[config.mk]
export PLATFORM = sky130hd
export DESIGN_NAME = mem_access_unit
export DESIGN_NICKNAME = d
export VERILOG_FILES = /design/src/rtl/mem_access_pkg.sv /design/src/rtl/mem_lane_align.sv /design/src/rtl/mem_access_unit.sv
export SDC_FILE = /design/constraint.sdc
export NUM_CORES = 1
export LEC_CHECK = 0
export CORE_MARGIN = 2
export CORE_UTILIZATION = 48
export DETAILED_ROUTE_END_ITERATION = 8
export PLACE_DENSITY = 0.87
export SLEW_MARGIN = 20
export SYNTH_ARGS = -nofsm -noshare
export SYNTH_HDL_FRONTEND = slang
export SYNTH_SLANG_ARGS = --single-unit
export TNS_END_PERCENT = 10
[constraint.sdc]
create_clock -name clk -period 5.4 [get_ports clk]
set_input_delay 1.08 -clock clk [delete_from_list [all_inputs] [get_ports clk]]
set_output_delay 1.08 -clock clk [all_outputs]
set_load 0.02 [all_outputs]
[src/rtl/mem_access_pkg.sv]
// mem_access_pkg -- shared definitions for the MEM-stage access unit.
//
// Contents:
//   SIZE_BYTE / SIZE_HALF / SIZE_WORD : req_size encodings (2'b11 is
//                                       reserved and handled like a word)
//   state_e                           : access FSM state encoding
//   is_misaligned()                   : natural-alignment test for a request
//   align_offset()                    : byte offset with misaligned low bits
//                                       forced to zero
package mem_access_pkg;

  localparam logic [1:0] SIZE_BYTE = 2'b00;
  localparam logic [1:0] SIZE_HALF = 2'b01;
  localparam logic [1:0] SIZE_WORD = 2'b10;

  typedef enum logic {
    IDLE  = 1'b0,
    WRITE = 1'b1
  } state_e;

  // A half must sit on an even byte, a word (or reserved size) on a
  // multiple of four.
  function automatic logic is_misaligned(input logic [1:0] size,
                                         input logic [1:0] off);
    case (size)
      SIZE_BYTE: return 1'b0;
      SIZE_HALF: return off[0];
      default:   return (off != 2'b00);
    endcase
  endfunction

  // Lane offset actually used for the access. Low bits that would break
  // alignment are dropped, so a misaligned request becomes the aligned one.
  function automatic logic [1:0] align_offset(input logic [1:0] size,
                                              input logic [1:0] off);
    case (size)
      SIZE_BYTE: return off;
      SIZE_HALF: return {off[1], 1'b0};
      default:   return 2'b00;
    endcase
  endfunction

endpackage

[src/rtl/mem_lane_align.sv]
// mem_lane_align -- combinational byte-lane steering for the access unit.
//
// Ports:
//   rdata       in  32  word read from the data memory
//   wdata       in  16  right-justified store data (only byte/half needed)
//   offset      in   2  byte offset of the access inside the word (aligned)
//   size        in   2  access size (SIZE_BYTE / SIZE_HALF / word)
//   is_unsigned in   1  zero-extend loads when 1, sign-extend when 0
//   load_data   out 32  selected lane of rdata, extended to 32 bits
//   merged      out 32  rdata with the store lane replaced by wdata
//
// Lanes are little-endian: offset 0 is bits [7:0].
module mem_lane_align
  import mem_access_pkg::*;
(
  input  logic [31:0] rdata,
  input  logic [15:0] wdata,
  input  logic [1:0]  offset,
  input  logic [1:0]  size,
  input  logic        is_unsigned,
  output logic [31:0] load_data,
  output logic [31:0] merged
);

  logic [4:0]  shamt;
  logic [15:0] lane;

  assign shamt = {offset, 3'b000};
  assign lane  = 16'(rdata >> shamt);

  // NOTE: every output gets a default at the top of the block so no path
  // leaves it unassigned and no latch is inferred.
  always_comb begin
    load_data = rdata;
    merged    = rdata;
    case (size)
      SIZE_BYTE: begin
        load_data = {{24{lane[7] & ~is_unsigned}}, lane[7:0]};
        merged    = (rdata & ~(32'h0000_00FF << shamt))
                  | ({24'h0, wdata[7:0]} << shamt);
      end
      SIZE_HALF: begin
        load_data = {{16{lane[15] & ~is_unsigned}}, lane};
        merged    = (rdata & ~(32'h0000_FFFF << shamt))
                  | ({16'h0, wdata} << shamt);
      end
      default: ;
    endcase
  end

endmodule

[src/rtl/mem_access_unit.sv]
// mem_access_unit -- MEM-stage load/store unit in front of a single-port,
// word-wide data memory with combinational read.
//
// Loads and word stores take one cycle. Byte/half stores are
// read-modify-write: the word is read and merged in IDLE (pipeline stalled
// for that cycle), then written from a buffer in WRITE.
//
// Ports:
//   clk, reset           clock, synchronous active-high reset
//   req_valid            memory instruction present in MEM
//   req_write            1 = store, 0 = load
//   req_size             00 byte, 01 half, 10 word, 11 reserved (word)
//   req_unsigned         zero-extend (1) or sign-extend (0) loads
//   req_addr, req_wdata  byte address, right-justified store data
//   stall                hold the pipeline this cycle
//   resp_valid/rdata     registered load result
//   misalign_exc         registered one-cycle misalignment pulse
//   mem_read/mem_write   memory strobes (never both)
//   mem_addr/mem_wdata   word address and write data
//   mem_rdata            combinational read data from the memory
//
// Build option: define MISALIGN_TRAP_EN to trap misaligned half/word
// accesses instead of silently aligning them.
module mem_access_unit
  import mem_access_pkg::*;
#(
  parameter int RAM_SIZE_BIT = 9
) (
  input  logic                    clk,
  input  logic                    reset,
  input  logic                    req_valid,
  input  logic                    req_write,
  input  logic [1:0]              req_size,
  input  logic                    req_unsigned,
  input  logic [31:0]             req_addr,
  input  logic [31:0]             req_wdata,
  output logic                    stall,
  output logic                    resp_valid,
  output logic [31:0]             resp_rdata,
  output logic                    misalign_exc,
  output logic                    mem_read,
  output logic                    mem_write,
  output logic [RAM_SIZE_BIT-1:0] mem_addr,
  output logic [31:0]             mem_wdata,
  input  logic [31:0]             mem_rdata
);

  state_e state, next_state;

  logic       misaligned;
  logic       accept;
  logic       is_load;
  logic       is_word_store;
  logic       is_sub_store;
  logic [1:0] offset;

  logic [31:0]             load_data;
  logic [31:0]             merged;
  logic [31:0]             buf_data;
  logic [RAM_SIZE_BIT-1:0] buf_addr;

  // Address bits above the memory size are don't-care: accesses wrap.
  logic unused_addr_bits;
  assign unused_addr_bits = ^req_addr[31:RAM_SIZE_BIT+2];

`ifdef MISALIGN_TRAP_EN
  assign misaligned = is_misaligned(req_size, req_addr[1:0]);
`else
  assign misaligned = 1'b0;
`endif

  assign offset = align_offset(req_size, req_addr[1:0]);

  // Request inputs only matter in IDLE; WRITE ignores them entirely.
  assign accept        = (state == IDLE) && req_valid && !misaligned && !reset;
  assign is_load       = accept && !req_write;
  assign is_sub_store  = accept && req_write &&
                         ((req_size == SIZE_BYTE) || (req_size == SIZE_HALF));
  assign is_word_store = accept && req_write && !is_sub_store;

  mem_lane_align u_lane (
    .rdata       (mem_rdata),
    .wdata       (req_wdata[15:0]),
    .offset      (offset),
    .size        (req_size),
    .is_unsigned (req_unsigned),
    .load_data   (load_data),
    .merged      (merged)
  );

  // State register.
  // NOTE: clocked state uses non-blocking assignments so every register
  // samples pre-edge values regardless of process ordering.
  always_ff @(posedge clk) begin
    if (reset) state <= IDLE;
    else       state <= next_state;
  end

  // Next-state logic.
  always_comb begin
    next_state = state;
    case (state)
      IDLE:    if (is_sub_store) next_state = WRITE;
      WRITE:   next_state = IDLE;
      default: next_state = IDLE;
    endcase
  end

  // Output logic.
  always_comb begin
    stall     = 1'b0;
    mem_read  = 1'b0;
    mem_write = 1'b0;
    mem_addr  = req_addr[RAM_SIZE_BIT+1:2];
    mem_wdata = req_wdata;
    case (state)
      IDLE: begin
        mem_read  = is_load || is_sub_store;
        mem_write = is_word_store;
        stall     = is_sub_store;
      end
      WRITE: begin
        // A reset landing here aborts the pending merge write.
        mem_write = !reset;
        mem_addr  = buf_addr;
        mem_wdata = buf_data;
      end
      default: ;
    endcase
  end

  // Merge buffer and registered load response. The buffer is a plain
  // register pair, so it is cleared along with the rest of the state.
  always_ff @(posedge clk) begin
    if (reset) begin
      buf_data   <= '0;
      buf_addr   <= '0;
      resp_valid <= 1'b0;
      resp_rdata <= '0;
    end else begin
      resp_valid <= is_load;
      if (is_load) resp_rdata <= load_data;
      if (is_sub_store) begin
        buf_data <= merged;
        buf_addr <= req_addr[RAM_SIZE_BIT+1:2];
      end
    end
  end

`ifdef MISALIGN_TRAP_EN
  logic misalign_q;
  always_ff @(posedge clk) begin
    if (reset) misalign_q <= 1'b0;
    else       misalign_q <= (state == IDLE) && req_valid && misaligned;
  end
  assign misalign_exc = misalign_q;
`else
  assign misalign_exc = 1'b0;
`endif

endmodule

==> run_results.csv <==
group,metric,value,unit
run_status,status,"finished clean",
final_layout,diodes,0,
placed_design,pre_cts_ws,1.05,ns
die,io_pins,181,
worst_setup_path,start_kind,"primary input",
clocking,h-tree-depth,3,
timing,drv_slew,0,
logic_synthesis,yosys-top-cells-area,"dfxtp_1 32%, mux2_2 10%, nand2_1 7.4%",
die,die_w,102,um
die,start_util,49.7,%
worst_setup_path,crit_type,"in2out",
routing,drt-initial-drc-count,363,
die,num_rows,35,
routing,avgRoutedWirePerCell,19.9,um
timing,tightest_slew,0.948,ns
flow_run,cap_violations,0,
die,core,9330,um2
logic_synthesis,syn_nets,698,
final_layout,fill_cells,810,
clocking,cts_buffer_depth,2,
clocking,clock_latency,0.35,ns
pwr,p_total,0.00146,W
worst_setup_path,crit_required,4.32,ns
placed_design,hpwl,11900,um
timing,fmax,228,MHz
placed_design,gp_congestion,0.968,
final_layout,post-route-util,68.6,%
logic_synthesis,synth_top_area_share,32.4,%
clocking,cts_buffers,9,
worst_setup_path,cp_max_fo,24,
final_layout,drive_gt1_share,12.3,%
timing,fin_worst_skew,0.00855,ns
timing,post-route-period-util,81.1,%
timing,hold_viol,0,
logic_synthesis,ys_seq_elements,75,
worst_hold_path,holdCritPathClass,"reg2reg",
global_route,grt_pass1_wl,25700,um
logic_synthesis,yosys.cell_types.count,47,
logic_synthesis,synth_edf_count,0,
final_layout,nNetsFinal,817,
die,dieHeight,102,um
die,die_area,10500,um2
routing,route.detailed.drc,0,
worst_setup_path,arrival,3.30,ns
clocking,ctsResizeCount,0,
clocking,cts_setup_buffers,0,
routing,vias_per_cell,6.16,
final_layout,multi_input_area,2840,um2
pwr,p_leak,2.28,nW
final_layout,register_area,1500,um2
placed_design,placed_cell_area,6180,um2
global_route,grt_antenna_before_repair,0,
global_route,grtUsageTotal,31.9,%
routing,drt_first_pass_iters,5,
pwr,ir_worst_vdd,161,uV
global_route,grt_overflow,0,
clocking,cts-hold-fix-buffers,0,
global_route,grt_pass1_vias,5020,
clocking,cts.sinks,75,
logic_synthesis,synthCells,593,
clocking,cts_tree,"done",
logic_synthesis,yosys_warnings,0,
clocking,root_buffer,"clkbuf_8",
logic_synthesis,ys_seq_area_share,32.4,%
worst_setup_path,startpoint,"req_write",
timing,setup_viol,0,
timing,fin_crit,4.38,ns
worst_setup_path,critPathCaptureType,"primary output",
logic_synthesis,postSynthAreaPerCell,7.82,um2
routing,totalWireLength,16800,um
final_layout,area_delta_synth_final,38.0,%
logic_synthesis,synth_area,4640,um2
logic_synthesis,synth_flop_cell,"dfxtp_1",
clocking,clkTransAtPathRegs,0.08,ns
logic_synthesis,synth_top_area_cell,"dfxtp_1",
timing,relSlewSlack,36.8,%
routing,ant_nets,0,
global_route,grt_max_degree,75,
logic_synthesis,async_flop_share,0,%
routing,via_count,5201,
timing,tns,0,ns
worst_setup_path,r2r_start,"state",
placed_design,port-buffer-count,158,
worst_hold_path,hp-start,"buf_addr[7]",
timing,worst_slack,1.02,ns
timing,rsz0062_at_grt,"false",
final_layout,stdcell_area,6400,um2
pwr,powerDensity,229,nW/um2
-- kinds of logic (layout without fill, tap and decap cells) --
kind of cell / count (synthesis) / in the layout / synth area share, %
and+or+nand+nor: 210 / 210 / 20.0
DFF: 75 / 75 / 32.4
muxes: 60 / 60 / 14.1
other: 1 / 1 / 0.0809
adders and majority gates: 2 / 2 / 0.540
AOI/OAI and AO/OA: 178 / 178 / 26.7
buffers and inverters: 67 / 190 / 6.29
-- sequential cells by signal, indices dropped and copies added, names as in the netlist --
name,cells
buf_addr,9
buf_data,32
resp_rdata,32
resp_valid,1
state,1
-- synth_stat cells (2+ instances only) --
library cell and count:
clkbuf_1 38, o211ai_1 5, a211oi_1 10, a221oi_1 17, o21ai_0 31, dfxtp_1 75, mux2_2 41, a21o_1 2
buf_2 17, o221ai_1 11, a32oi_1 2, nand3_1 7, mux2i_1 19, buf_6 2, ha_1 2, inv_1 4
inv_2 4, o22ai_1 21, nor2b_1 19, nor3_1 16, a221o_1 4, and2_1 5, nor2_1 61, a21oi_1 44
a211oi_2 10, a311oi_1 5, nand2_1 91, a31oi_1 11
-- worst paths after layout --
path	slack (ns)	cells after the start	end
setup / recovery	1.02	5	stall
hold / removal	0.46	2	buf_addr[7]
setup reg to reg	2.09	6	resp_rdata[18]
hold reg to reg	0.46	2	buf_addr[7]
-- cell usage in the layout, fill, tap and decap left out, drive strengths merged, types with 2 or more instances in the layout --
| cell | synthesis | final |
|---|---|---|
| a211oi | 20 | 20 |
| a21o | 2 | 2 |
| a21oi | 45 | 45 |
| a221o | 4 | 4 |
| a221oi | 17 | 17 |
| a311oi | 5 | 5 |
| a31oi | 11 | 11 |
| a32oi | 2 | 2 |
| and2 | 5 | 5 |
| buf | 21 | 10 |
| bufinv | 0 | 2 |
| clkbuf | 38 | 11 |
| clkdlybuf4s50 | 0 | 157 |
| clkinvlp | 0 | 2 |
| dfxtp | 75 | 75 |
| ha | 2 | 2 |
| inv | 8 | 8 |
| mux2 | 41 | 41 |
| mux2i | 19 | 19 |
| nand2 | 91 | 91 |
| nand3 | 7 | 7 |
| nor2 | 63 | 63 |
| nor2b | 20 | 20 |
| nor3 | 16 | 16 |
| o211ai | 5 | 5 |
| o21ai | 32 | 32 |
| o221ai | 11 | 11 |
| o22ai | 21 | 21 |
-- critical path: stages --
cell and delay (ns):
clkdlybuf4s50_1 0.52, nand2_1 0.06, or4_1 0.82, inv_2 0.18, clkdlybuf4s50_1 0.64
-- stage by stage --
stage                     hold slack (ns)  std cells
after global placement              0.440        830
after CTS                           0.461        845
final                               0.462        845
after global routing                0.483        845
after detailed placement            0.450        830
after floorplan                     0.433        593
-- layout make-up --
class	count	share of cell area [%]
multi-input cells	451	44.4
repair buffers	167	25.7
flip-flops and latches	75	23.5
well taps	129	2.52
clock buffers	11	2.21
clock inverters	4	1.17
inverters	8	0.469
-- per-layer routing --
layer  wire length (um)  vias to the layer above  GRT usage [%]
li1                   -                     2379              -
met1               6740                     2451           39.8
met2               7780                      315           52.4
met3               1660                       56           7.46
met4                621                        0           14.1
met5                  0                        -              0
-- report_power, final --
part | internal, W | switching [W]
Combinational | 0.000179 | 0.000211
Sequential | 0.000574 | 0.0000127
Clock | 0.000271 | 0.000217
No activity file was read; power rests on OpenSTA's default activity.
==> edit, RTL diff (same settings) <==
Build with the macro `MISALIGN_TRAP_EN` defined.
--- a/src/rtl/mem_access_unit.sv
+++ b/src/rtl/mem_access_unit.sv
@@ -22,4 +22,6 @@
 // Build option: define MISALIGN_TRAP_EN to trap misaligned half/word
 // accesses instead of silently aligning them.
+`define MISALIGN_TRAP_EN
+
 module mem_access_unit
   import mem_access_pkg::*;
Check against the original RTL: not equivalent (a bounded check fails within 4 cycles, from zero or initial values and one cycle with reset high).
==> edit against the original RTL <==
- synthesized area is 2.2% lower
- critical path depth stayed put
- first-iteration DRC count is 17% lower
- sequential power hardly changed
- sequential cell count is 1 higher
- worst setup slack worse by 0.070 ns
- synthesized cell count is 3.4% lower
- routed wire length is 2.5% lower
- clock skew is 0.0029 ns lower
- cell area is 1.4% lower
- power is 0.77% lower
==> edit: results (changes against the original RTL) <==
qor: placed_design.hpwl 11,700 um [-1.9%]
qor: routing.drtIter0Drc 300 [-17%]
qor: pwr.power_leakage 2.25 nW [-1.4%]
qor: routing.viasPerCell 6.12 [-0.49%]
qor: setup_path.timing.critical_path.slowest_cell_delay 0.68 ns [-0.14 ns]
qor: routing.via_count 5,004 [-3.8%]
qor: logic_synthesis.synthTopCellsByCount 98 x sky130_fd_sc_hd__nand2_1, 76 x sky130_fd_sc_hd__dfxtp_1, 71 x sky130_fd_sc_hd__nor2_1
qor: sta.finalClockSkew 0.00565 ns [-0.00290 ns]
qor: logic_synthesis.syn_nets 678 [-2.9%]
qor: cells_and_area.layout-drive-gt1-share 13.2% [+0.88 points]
qor: outcome.outcome finished clean
qor: cells_and_area.num-multi-input-gates 436 [-3.3%]
qor: cells_and_area.multi_input_area_share 43.2% [-1.2 points]
qor: floorplan.floorplan.core_area 0.00920 mm^2 [-1.4%]
qor: logic_synthesis.synth_mux_area_share 12.2% [-1.9 points]
qor: pwr.share_seq_of_total_power 40.5% [+0.4 points]
qor: placed_design.io_buffers 159 [+0.63%]
qor: pwr.pwr.group.combinational 352 uW [-9.7%]
qor: logic_synthesis.seq_area_frac_synth 33.5% [+1.2 points]
qor: placed_design.gp_congestion 0.970 [+0.26%]
qor: sta.worst-slew-pin-transition 1.06 ns [+0.113 ns]
qor: logic_synthesis.ys_ff_latch 76 [+1.3%]
qor: cells_and_area.postLayoutCellArea 0.00631 mm^2 [-1.4%]
qor: cells_and_area.clock_cell_area_share 3.69% [+0.31 points]
qor: setup_path.cp.arrival 3.37 ns [+0.07 ns]
qor: setup_path.critical_path_peak_fanout 38 [+58%]
qor: placed_design.dp_cells 801 [-3.5%]
qor: logic_synthesis.synth_compound_gate_area_share 24.6% [-2.1 points]
qor: setup_path.critical_path.slowest_cell sky130_fd_sc_hd__clkdlybuf4s50_1
qor: global_route.grt_first_pass_wirelength 25,400 um [-1.3%]
qor: pwr.net_switching_power 437 uW [-0.91%]
qor: logic_synthesis.yosys.area_share.adder 0.552% [+0.012 points]
qor: cells_and_area.layout.nets 806 [-1.3%]
qor: routing.first_pass_iters 4 [-1]
qor: placed_design.placement.cell_area 0.00608 mm^2 [-1.7%]
-- edit: cell count changes after synthesis, sizes merged, moves of 6 or more --
cell,unedited run,this run
nor2,63,71
clkbuf,38,15
a221oi,17,23
nand2,91,98
a21oi,45,36
buf,21,35
mux2i,19,9
o31ai,0,9
o22ai,21,15
nor2b,20,11
nand3,7,0
nor3,16,35
o221ai,11,0
-- edit: per-layer routing --
| layer | vias up | share of wire [%] | GRT usage, % |
|---|---|---|---|
| met5 | - | 0 | 0 |
| met4 | 0 | 3.7 | 14.8 |
| met3 | 48 | 9.2 | 6.76 |
| met2 | 264 | 47 | 50.2 |
| met1 | 2381 | 40 | 42.1 |
| li1 | 2311 | - | - |
-- edit: path summary, 6_finish.rpt --
path / depth (start not counted) / slack [ns] / to / start
hold / removal: 2 / 0.46 / buf_addr[2] / buf_addr[2]
setup reg to reg: 7 / 2.45 / resp_rdata[30] / state
hold reg to reg: 2 / 0.46 / buf_addr[2] / buf_addr[2]
setup / recovery: 5 / 0.95 / mem_write / req_size[1]
